[src/rtl/subleq_ctrl.sv]
// Run controller for the subleq core: loads a host program into the shared RAM, runs the core,
// and ends the run on halt write, step limit or abort. Halt detection is enabled by SUBLEQ_CTRL_HALT_EN.
module subleq_ctrl #(
  parameter int                BITS      = 8,
  parameter logic [BITS-1:0]   HALT_ADDR = {BITS{1'b1}},
  parameter int                STEP_W    = 16
) (
  input  logic              clock,
  input  logic              reset_n,
  input  logic              start,
  input  logic              abort,
  input  logic [BITS-1:0]   load_count,
  input  logic [STEP_W-1:0] step_limit,
  input  logic              load_valid,
  output logic              load_ready,
  input  logic [BITS-1:0]   load_data,
  output logic              core_reset,
  input  logic              core_write,
  input  logic [BITS-1:0]   core_address,
  input  logic [BITS-1:0]   core_wdata,
  output logic [BITS-1:0]   core_rdata,
  output logic              mem_we,
  output logic [BITS-1:0]   mem_address,
  output logic [BITS-1:0]   mem_wdata,
  input  logic [BITS-1:0]   mem_rdata,
  output logic              busy,
  output logic              done,
  output logic [1:0]        halt_cause,
  output logic [STEP_W-1:0] steps
);

  typedef enum logic [1:0] {S_IDLE, S_LOAD, S_RUN, S_DONE} state_t;

  localparam logic [BITS-1:0]   ADDR_ONE = {{(BITS-1){1'b0}}, 1'b1};
  localparam logic [STEP_W-1:0] STEP_ONE = {{(STEP_W-1){1'b0}}, 1'b1};

  state_t              state_q, state_d;
  logic [BITS-1:0]     load_cnt_q, load_cnt_d;
  logic [BITS-1:0]     load_addr_q, load_addr_d;
  logic [STEP_W-1:0]   limit_q, limit_d;
  logic [STEP_W-1:0]   steps_q, steps_d;
  logic [1:0]          cause_q, cause_d;
  logic                load_ready_q, load_ready_d;
  logic                busy_q, busy_d;
  logic                done_q, done_d;
  logic                halt_hit;
  logic [STEP_W-1:0]   steps_inc;

`ifdef SUBLEQ_CTRL_HALT_EN
  assign halt_hit = core_write && (core_address == HALT_ADDR);
`else
  assign halt_hit = 1'b0;
`endif

  // Step counter saturates rather than wrapping so a long unlimited run never reports a small count.
  assign steps_inc = (&steps_q) ? steps_q : (steps_q + STEP_ONE);

  always_ff @(posedge clock or negedge reset_n) begin
    if (!reset_n) begin
      state_q      <= S_IDLE;
      load_cnt_q   <= '0;
      load_addr_q  <= '0;
      limit_q      <= '0;
      steps_q      <= '0;
      cause_q      <= 2'd0;
      load_ready_q <= 1'b0;
      busy_q       <= 1'b0;
      done_q       <= 1'b0;
    end else begin
      state_q      <= state_d;
      load_cnt_q   <= load_cnt_d;
      load_addr_q  <= load_addr_d;
      limit_q      <= limit_d;
      steps_q      <= steps_d;
      cause_q      <= cause_d;
      load_ready_q <= load_ready_d;
      busy_q       <= busy_d;
      done_q       <= done_d;
    end
  end

  always_comb begin
    state_d     = state_q;
    load_cnt_d  = load_cnt_q;
    load_addr_d = load_addr_q;
    limit_d     = limit_q;
    steps_d     = steps_q;
    cause_d     = cause_q;
    case (state_q)
      S_IDLE: begin
        if (start) begin
          steps_d     = '0;
          cause_d     = 2'd0;
          load_cnt_d  = load_count;
          limit_d     = step_limit;
          load_addr_d = '0;
          state_d     = (load_count != '0) ? S_LOAD : S_RUN;
        end
      end
      S_LOAD: begin
        if (abort) begin
          cause_d = 2'd3;
          state_d = S_DONE;
        end else if (load_valid && load_ready_q) begin
          load_addr_d = load_addr_q + ADDR_ONE;
          if (load_addr_q == (load_cnt_q - ADDR_ONE)) begin
            state_d = S_RUN;
          end
        end
      end
      S_RUN: begin
        // Abort outranks halt, which outranks the step limit.
        if (abort) begin
          cause_d = 2'd3;
          state_d = S_DONE;
        end else if (core_write) begin
          steps_d = steps_inc;
          if (halt_hit) begin
            cause_d = 2'd1;
            state_d = S_DONE;
          end else if ((limit_q != '0) && (steps_inc == limit_q)) begin
            cause_d = 2'd2;
            state_d = S_DONE;
          end
        end
      end
      S_DONE:  state_d = S_IDLE;
      default: state_d = S_IDLE;
    endcase
    load_ready_d = (state_d == S_LOAD);
    busy_d       = (state_d == S_LOAD) || (state_d == S_RUN);
    done_d       = (state_d == S_DONE);
  end

  // RAM port mux: host owns it in LOAD, the core in RUN, idle (all zero) otherwise.
  always_comb begin
    mem_we      = 1'b0;
    mem_address = '0;
    mem_wdata   = '0;
    core_rdata  = '0;
    case (state_q)
      S_LOAD: begin
        mem_we      = load_valid && load_ready_q && !abort;
        mem_address = load_addr_q;
        mem_wdata   = load_data;
      end
      S_RUN: begin
        mem_we      = core_write && !abort && !halt_hit;
        mem_address = core_address;
        mem_wdata   = core_wdata;
        core_rdata  = mem_rdata;
      end
      default: begin
        mem_we = 1'b0;
      end
    endcase
  end

  assign core_reset = (state_q != S_RUN);
  assign load_ready = load_ready_q;
  assign busy       = busy_q;
  assign done       = done_q;
  assign halt_cause = cause_q;
  assign steps      = steps_q;

endmodule

[config.mk]
export PLATFORM = sky130hd
export DESIGN_NAME = subleq_ctrl
export DESIGN_NICKNAME = d
export VERILOG_FILES = /design/src/rtl/subleq_ctrl.sv
export SDC_FILE = /design/constraint.sdc
export NUM_CORES = 1
export LEC_CHECK = 0
export CELL_PAD_IN_SITES_DETAIL_PLACEMENT = 1
export CELL_PAD_IN_SITES_GLOBAL_PLACEMENT = 1
export CORE_MARGIN = 1
export CORE_UTILIZATION = 35
export CTS_CLUSTER_DIAMETER = 150
export DETAILED_ROUTE_END_ITERATION = 10
export MAX_ROUTING_LAYER = met4
export PLACE_DENSITY_LB_ADDON = 0.12
export SLEW_MARGIN = 20
export SYNTH_ARGS = -nofsm -noshare
export SYNTH_HDL_FRONTEND = slang
export SYNTH_SLANG_ARGS = --single-unit
[constraint.sdc]
create_clock -name clock -period 4.36 [get_ports clock]
set_input_delay 0.872 -clock clock [delete_from_list [all_inputs] [get_ports clock]]
set_output_delay 0.872 -clock clock [all_outputs]
set_load 0.05 [all_outputs]
### After elaboration in Yosys (flattened, before gate mapping)

Index checks and enable logic that the tools add are counted.

* add/subtract/negate cells: 3
* eq/ne operators: 17
* mux-type cells: 28
* reductions and logical operators: 17

Operators with widths (number)
* $mux W16: 4
* $pmux W8 S2: 3
* $mux W8: 4
* $pmux W16 S2: 1
* $mux W2: 13
* $add A16 B1 Y16 const B: 1
* $eq A16 B16 Y1: 1
* $reduce_and A16 Y1: 1
* $reduce_bool A16 Y1: 1
* $ne A2 B2 Y1 const B: 7
* $add A8 B1 Y8 const B: 1
* $eq A2 B2 Y1 const B: 4
* $eq A8 B8 Y1: 1
* $pmux W2 S4: 1
* $reduce_and A4 Y1: 2
* $reduce_bool A8 Y1: 1
* $sub A8 B1 Y8 const B: 1
* $ne A3 B3 Y1 const B: 2
* $pmux W2 S3: 1
* $reduce_and A5 Y1: 1
* $eq A2 B1 Y1 const B: 2
* $logic_and A1 B1 Y1: 4
* $reduce_bool A2 Y1: 2
* $reduce_bool A3 Y1: 1
* other kinds (5): 5

* bits in registers: 55
* input bits: 62
* output and inout port bits: 47
* logic and storage cells: 74

### Depth between registers and ports, before layout

Gate-level depths: netlist of run 1.

* depth in word-level cells: 10
* mapped depth: 12
* gate-level depth less buffers: 11

### Worst setup path before layout of run 1

Ideal clock, no wire load.

* path kind: reg-to-reg
* start point: reg steps_q[0] (netlist: steps[0])
* end point: reg cause_q[1] (netlist: halt_cause[1])
* library setup time: 128 ps
* arrival: 3533 ps
* data required time: 4232 ps
* path slack: 700 ps
* cell stages (with the launch flop): 11
* path buffers: 1
* period minus slack after synthesis: 3660 ps
* cell sequence: dfrtp_1 -> ha_1 -> nand4_1 -> or4_1 -> buf_2 -> nor4_1 -> o22ai_1 -> or4_1 -> or4_1 -> nand2_1 -> mux2_1

* longest elaborated chain between the ends: 6
* elaborated cells on any way between the ends: 7
* those cells by class: 1 x add/sub; 2 x eq/ne; 1 x mux; 3 x reduce/logical

RTL lines
* from (decl): RTL line 41 `logic [STEP_W-1:0] steps_q, steps_d;`
* from (signal assigned): RTL line 74 `steps_q <= steps_d;`
* $add A16 B1 Y16 / $reduce_and A16 Y1 (equally long branches): RTL line 56 `assign steps_inc = (&steps_q) ? steps_q : (steps_q + STEP_ONE);`
* $mux W16 (*): RTL line 56
* $eq A16 B16 Y1 (*): RTL line 121 `end else if ((limit_q != '0) && (steps_inc == limit_q)) begin`
* $logic_and A1 B1 Y1 (*): RTL line 121
* $ne A3 B3 Y1 (no line) (*)
* $reduce_and A5 Y1 (no line) (*)
* to (signal assigned): RTL line 75 `cause_q <= cause_d;`
* to (decl): RTL line 42 `logic [1:0] cause_q, cause_d;`

Every way passes the cells marked *; elsewhere a longest branch is shown, timed or not.
A chain may end at the register's enable or synchronous reset.

### Final worst setup path of run 1

* start point: reg state_q[0]
* end point: out mem_wdata[6]

* longest elaborated chain between the ends: 2
* elaborated cells on any way between the ends: 3
* those cells by class: 2 x eq/ne; 1 x mux

RTL lines
* from (decl): RTL line 37 `state_t state_q, state_d;`
* from (signal assigned): RTL line 70 `state_q <= state_d;`
* $eq A2 B2 Y1 / $eq A2 B1 Y1 (equally long branches): RTL line 141 `case (state_q)`
* $pmux W8 S2 (*): RTL line 141
* to (decl): RTL line 24 `output logic [BITS-1:0] mem_wdata,`

Marks and branches as above.

==> results.yml, run 1 <==
final_layout:
  multi_input_area_sq_mm: 0.002192
  nNetsFinal: 586
  design_area_sq_mm: 0.005025
  fillers: 1192
  antennaDiodeCount: 0
  final_common_cell: "clkdlybuf4s50_1"
  layout_common_cells: "clkdlybuf4s50_1, dfrtp_1, nand2_1"
  stdcell_count: 653
  area_growth_pct: 35.26
  drive_above_1_share: 0.08317
  register_area_sq_mm: 0.001376
timing:
  slew_violations: 0
  rsz0062_at_grt: "false"
  period_share: 0.8809
  setup-violations-final: 0
  fmax_mhz: 260.4
  fin_worst_skew_ps: 9.176
  relSlewSlack: 0.3030
  tns_ps: 0
  finalHoldViolCount: 0
  worst_slew_pin_slew_ps: 1046
  post-route-min-period_ps: 3841
  fin_worst_hold_slack_ps: 520.2
detailed_routing:
  top_layer: "met4"
  dr_wl_met3_um: 578
  routedWlPerCell_um: 18.30
  ant_nets: 0
  dr_wl_met2_um: 5914
  drt_iter0_drc: 141
  drc: 0
  wirelength_um: 11950
  routed_via_density: 5.522
  via_count: 3606
  wl_met1_um: 5256
  dr.pass1.iters: 5
global_routing:
  antenna_found_initial: 0
  grt_max_degree: 44
  overflow: 0
  grt.total_usage: 0.2281
  grt_pass1_wl_um: 19520
  grt_pass1_vias: 3783
pwr:
  p_per_area_mw_per_mm2: 583.0
  p_sw_mw: 1.425
  pwr-share-clk: 0.111
  ir_drop_mv: 0.2017
  seqPwrFrac: 0.296
  power_frac_comb: 0.593
  p_leak_nw: 1.939
  sw_frac_of_total: 0.4863
  finalPower_mw: 2.930
  p_int_mw: 1.505
synthesis:
  synth_seq_cells: 55
  synth_cell_types: 51
  syn_area_per_cell_sq_um: 8.887
  synthAdderAreaFrac: 0.02695
  synth_compound_area_frac: 0.1660
  synth-seq-area-share: 0.3705
  syn-instance-count: 418
  synth_edf_count: 0
  synthFlopType: "dfrtp_1"
  synth-xor-area-share: 0.07780
  async_flop_share: 1.000
  ys_warn_count: 0
  synth_area_sq_mm: 0.003715
  synthSimpleGateAreaFrac: 0.2351
  synthMuxAreaShare: 0.08420
  synth_nets: 488
  synth_top_family_by_area: "simple AND/OR/NAND/NOR gates"
cts:
  holdBufCountCts: 0
  post_cts_resized: 0
  cts_buffer_depth: 2
  clock_latency_ps: 330
  cts_tree: "done"
  clock_sinks: 55
  cts_setup_buffers: 0
  clkTransAtPathRegs_ps: 120
  htreeDepth: 2
  cts_buffers: 5
  cts_root_buffer: "clkbuf_8"
floorplan:
  dieHeight_um: 105.0
  dieWidth_um: 105.0
  rows: 37
  placeableCoreArea_sq_mm: 0.01032
  start_util: 0.3598
  die_area_sq_mm: 0.01103
  num_io_pins: 109
critical_path:
  reg2reg_depth: 9
  r2r-end: "halt_cause[0]"
  rrSetupSlack_ps: 550
  endpoint_kind: "output pin"
  critPathLaunchType: "register"
  cp_max_fo: 31
  path_class: "reg -> out"
  reg2reg_from: "steps[0]"
  critical_path_arrival_ps: 2970
  critPathRequiredTime_ps: 3490
place:
  hpwl_um: 9105
  place_area_sq_mm: 0.004920
  placedCellCount: 645
  gp_congestion: 0.8865
  port_buffers: 108
job:
  cap_viol_max_count: 0
outcome:
  status: "completed"
hold_path:
  min-delay-path-class: "in -> async"
worst max-delay path by stage:
| stage | startpoint | endpoint | cells after the start |
|---|---|---|---|
| after floorplan | steps[0] | halt_cause[1] | 10 |
| after global placement | steps[0] | halt_cause[0] | 9 |
| after detailed placement | steps[0] | halt_cause[0] | 9 |
| after CTS | state_q[0] | mem_wdata[6] | 5 |
| after global routing | steps[0] | halt_cause[0] | 9 |
| final | state_q[0] | mem_wdata[6] | 5 |
Yosys cell counts, types with 4 or more instances:
master,n,area [sq um]
a21oi_1,24,120.1
a22oi_1,16,120.1
a31oi_1,4,25.02
and2_1,12,75.07
and3_1,4,25.02
buf_2,5,25.02
clkbuf_1,19,71.32
dfrtp_1,55,1376
ha_1,8,100.1
inv_1,12,45.04
mux2_2,24,270.3
nand2_1,32,120.1
nand2b_1,5,31.28
nand3_1,12,60.06
nand4_1,14,87.58
nor2_1,25,93.84
nor2b_1,18,112.6
nor3_1,10,50.05
nor4_1,14,87.58
o21ai_0,22,110.1
o31ai_1,5,37.54
or4_1,5,37.54
xnor2_1,19,166.4
xor2_1,14,122.6
flip-flops by register name, summed over array words and instances, names as in the netlist:
name         cells
busy             1
done             1
halt_cause       2
limit_q         16
load_addr_q      8
load_cnt_q       8
load_ready       1
state_q          2
steps           16
worst max-delay path, cell delays in order, from the launching register on:
cell	delay [ps]
dfrtp_1	420
inv_1	130
ha_1	870
a22oi_1	250
nor2b_1	160
clkdlybuf4s50_1	810
final cells by class:
| cell class | count | area share |
|---|---|---|
| well taps | 136 | 0.03386 |
| multi-input cells | 326 | 0.4363 |
| clock buffers | 5 | 0.01370 |
| inverters | 12 | 0.008964 |
| flip-flops and latches | 55 | 0.2739 |
| clock inverters | 3 | 0.006723 |
| repair buffers | 116 | 0.2266 |
power groups by stage:
stage               Sequential [mW]  Combinational (mW)  Clock, mW
detailed placement            0.880                1.75          0
global route                  0.893                1.88      0.354
global placement              0.872                1.71          0
floorplan                     0.887                1.17          0
finish                        0.867                1.74      0.326
CTS                           0.868                1.76      0.336
stage by stage:
stage	util	worst slack, ps
after floorplan	-	699.8
after global placement	0.4765	760.0
after detailed placement	0.4765	596.9
after CTS	0.4865	460.9
after global routing	0.4867	315.5
final	0.4867	519.4
cell families (layout without fill, tap and decap cells):
kind of cell,after synthesis,in the layout
and+or+nand+nor,162,162
DFF,55,55
buffers and inverters,37,136
muxes,28,28
xor gates and xnor gates,33,33
adders and majority gates,8,8
AOI/OAI and AO/OA,95,95
metal layers:
metal	vias to the layer above	global-route usage
li1	1720	-
met1	1767	0.2702
met2	107	0.3983
met3	12	0.03493
met4	0	0.06942
met5	-	-
Power figures use the tool's default switching activity.
==> run 2, diff against run 1 <==
- CAP_MARGIN: unset -> 25
- CORE_MARGIN: 1 -> 2
- MAX_ROUTING_LAYER: met4 -> unset
==> run 2 against run 1 <==
  * Register-to-register slack improved by 20 ps
  * Hold slack got worse by 9.9 ps
  * First-iteration DRC count increased by 16%
  * Core utilization increased by 0.18 points
  * Critical path depth increased by 4
  * Count of clock-buffer cells in the layout unchanged
  * Largest power group unchanged
  * Non-clock buffer count unchanged
  * Critical endpoint is now halt_cause[0]
  * Fmax increased by 1.2%
  * Die area increased by 3.8%
==> results.yml, run 2 (synthesized netlist as in run 1, its figures left out) <==
critical_path:
  cp_top_family: "simple AND/OR/NAND/NOR gates"
  endpoint_kind: "register"
  max_stage_delay_ps: 770
  cp_max_fo: 10
  critical_path_arrival_ps: 4000
  critPathBufInv: 0
  cp_cell_sequence: "ha_1, nand4_1, or4_1, nor4_1, o22ai_1, or4_1, or4_1, nand2_1, mux2_1"
  path_class: "reg -> reg"
  critPathRequiredTime_ps: 4570
  cp_slowest_cell: "or4_1"
  critPathLaunchType: "register"
  rrSetupSlack_ps: 570
  path_common_cell: "or4_1"
global_routing:
  grt_pass1_vias: 3688
  grt_max_degree: 37
  antenna_found_initial: 0
  grt_pass1_wl_um: 19060
  grt.total_usage: 0.2090
  overflow: 0
cts:
  cts_buffers: 5
  clkTransAtPathRegs_ps: 110
  cts_setup_buffers: 0
  holdBufCountCts: 0
  cts_tree: "done"
  clock_sinks: 55
  cts_buffer_depth: 2
  post_cts_resized: 0
  clock_latency_ps: 320
  cts_root_buffer: "clkbuf_8"
  htreeDepth: 2
final_layout:
  final_common_cell: "clkdlybuf4s50_1"
  antennaDiodeCount: 0
  nNetsFinal: 586
  design_area_sq_mm: 0.005044
  drive_above_1_share: 0.08511
  fillers: 1211
  area_growth_pct: 35.77
  layout_common_cells: "clkdlybuf4s50_1, dfrtp_1, nand2_1"
  fin_util: 0.4885
place:
  hpwl_um: 9163
  gp_congestion: 0.8518
  port_buffers: 108
  place_area_sq_mm: 0.004925
hold_path:
  min-delay-path-class: "reg -> reg"
timing:
  relSlewSlack: 0.3087
  setup-violations-final: 0
  fmax_mhz: 263.6
  fin_worst_skew_ps: 4.834
  period_share: 0.8700
  fin_worst_hold_slack_ps: 510.3
  tns_ps: 0
  rsz0062_at_grt: "false"
  worst_slew_pin_slew_ps: 1031
  finalHoldViolCount: 0
  slew_violations: 0
  post-route-min-period_ps: 3793
floorplan:
  placeableCoreArea_sq_mm: 0.01032
  start_util: 0.3598
  num_io_pins: 109
  die_area_sq_mm: 0.01145
  dieHeight_um: 107.0
  dieWidth_um: 107.0
  rows: 37
detailed_routing:
  dr_wl_met3_um: 719
  routedWlPerCell_um: 18.00
  ant_nets: 0
  via_count: 3634
  routed_via_density: 5.565
  drt_iter0_drc: 163
  top_layer: "met4"
  drc: 0
  wirelength_um: 11750
  dr_wl_met2_um: 5760
  wl_met1_um: 5160
  dr.pass1.iters: 4
pwr:
  p_per_area_mw_per_mm2: 588.8
  ir_drop_mv: 0.3068
  p_leak_nw: 1.948
job:
  cap_viol_max_count: 0
outcome:
  status: "completed"
run 2: power breakdown:
group	internal [mW]	switching (mW)	total, mW	leakage (nW)
Combinational	0.718	1.02	1.74	1.18
Clock	0.178	0.185	0.362	0.0607
Sequential	0.668	0.198	0.867	0.705
run 2: cell type report:
cell class	instances	area (sq um)	area share
flip-flops and latches	55	1376	0.2729
multi-input cells	326	2197	0.4356
clock buffers	5	68.82	0.01364
repair buffers	116	1136	0.2253
clock inverters	3	50.05	0.009923
inverters	12	45.04	0.008931
well taps	136	170.2	0.03374
run 2: per-layer routing:
metal  vias up  global-route usage
met5         -                   0
met4         0             0.04360
met3         9             0.04438
met2       106              0.3761
met1      1795              0.2561
li1       1724                   -
run 2: stage by stage:
step / instances / total power [mW] / worst slack [ps]
3_3_place_gp: 645 / 2.591 / 743.8
4_1_cts: 653 / 3.004 / 585.3
2_1_floorplan: 418 / 2.056 / 699.8
3_5_place_dp: 645 / 2.630 / 616.3
6_report: 653 / 2.970 / 566.7
5_1_grt: 653 / 3.185 / 407.6
run 2: path summary, 6_finish.rpt:
check | from | to | depth (start not counted)
setup / recovery | steps[0] | halt_cause[0] | 9
hold / removal | halt_cause[1] | halt_cause[1] | 1
setup reg to reg | steps[0] | halt_cause[0] | 9
hold reg to reg | halt_cause[1] | halt_cause[1] | 1
max in group asynchronous | reset_n | load_addr_q[0] | 2
min in group asynchronous | reset_n | limit_q[4] | 1
run 2: worst register-to-register path, delay by kind of cell, from the launching register on:
family	cells	cell delay, ps
DFF	1	490
and+or+nand+nor	6	2420
muxes	1	320
AOI/OAI and AO/OA	1	130
adders and majority gates	1	340
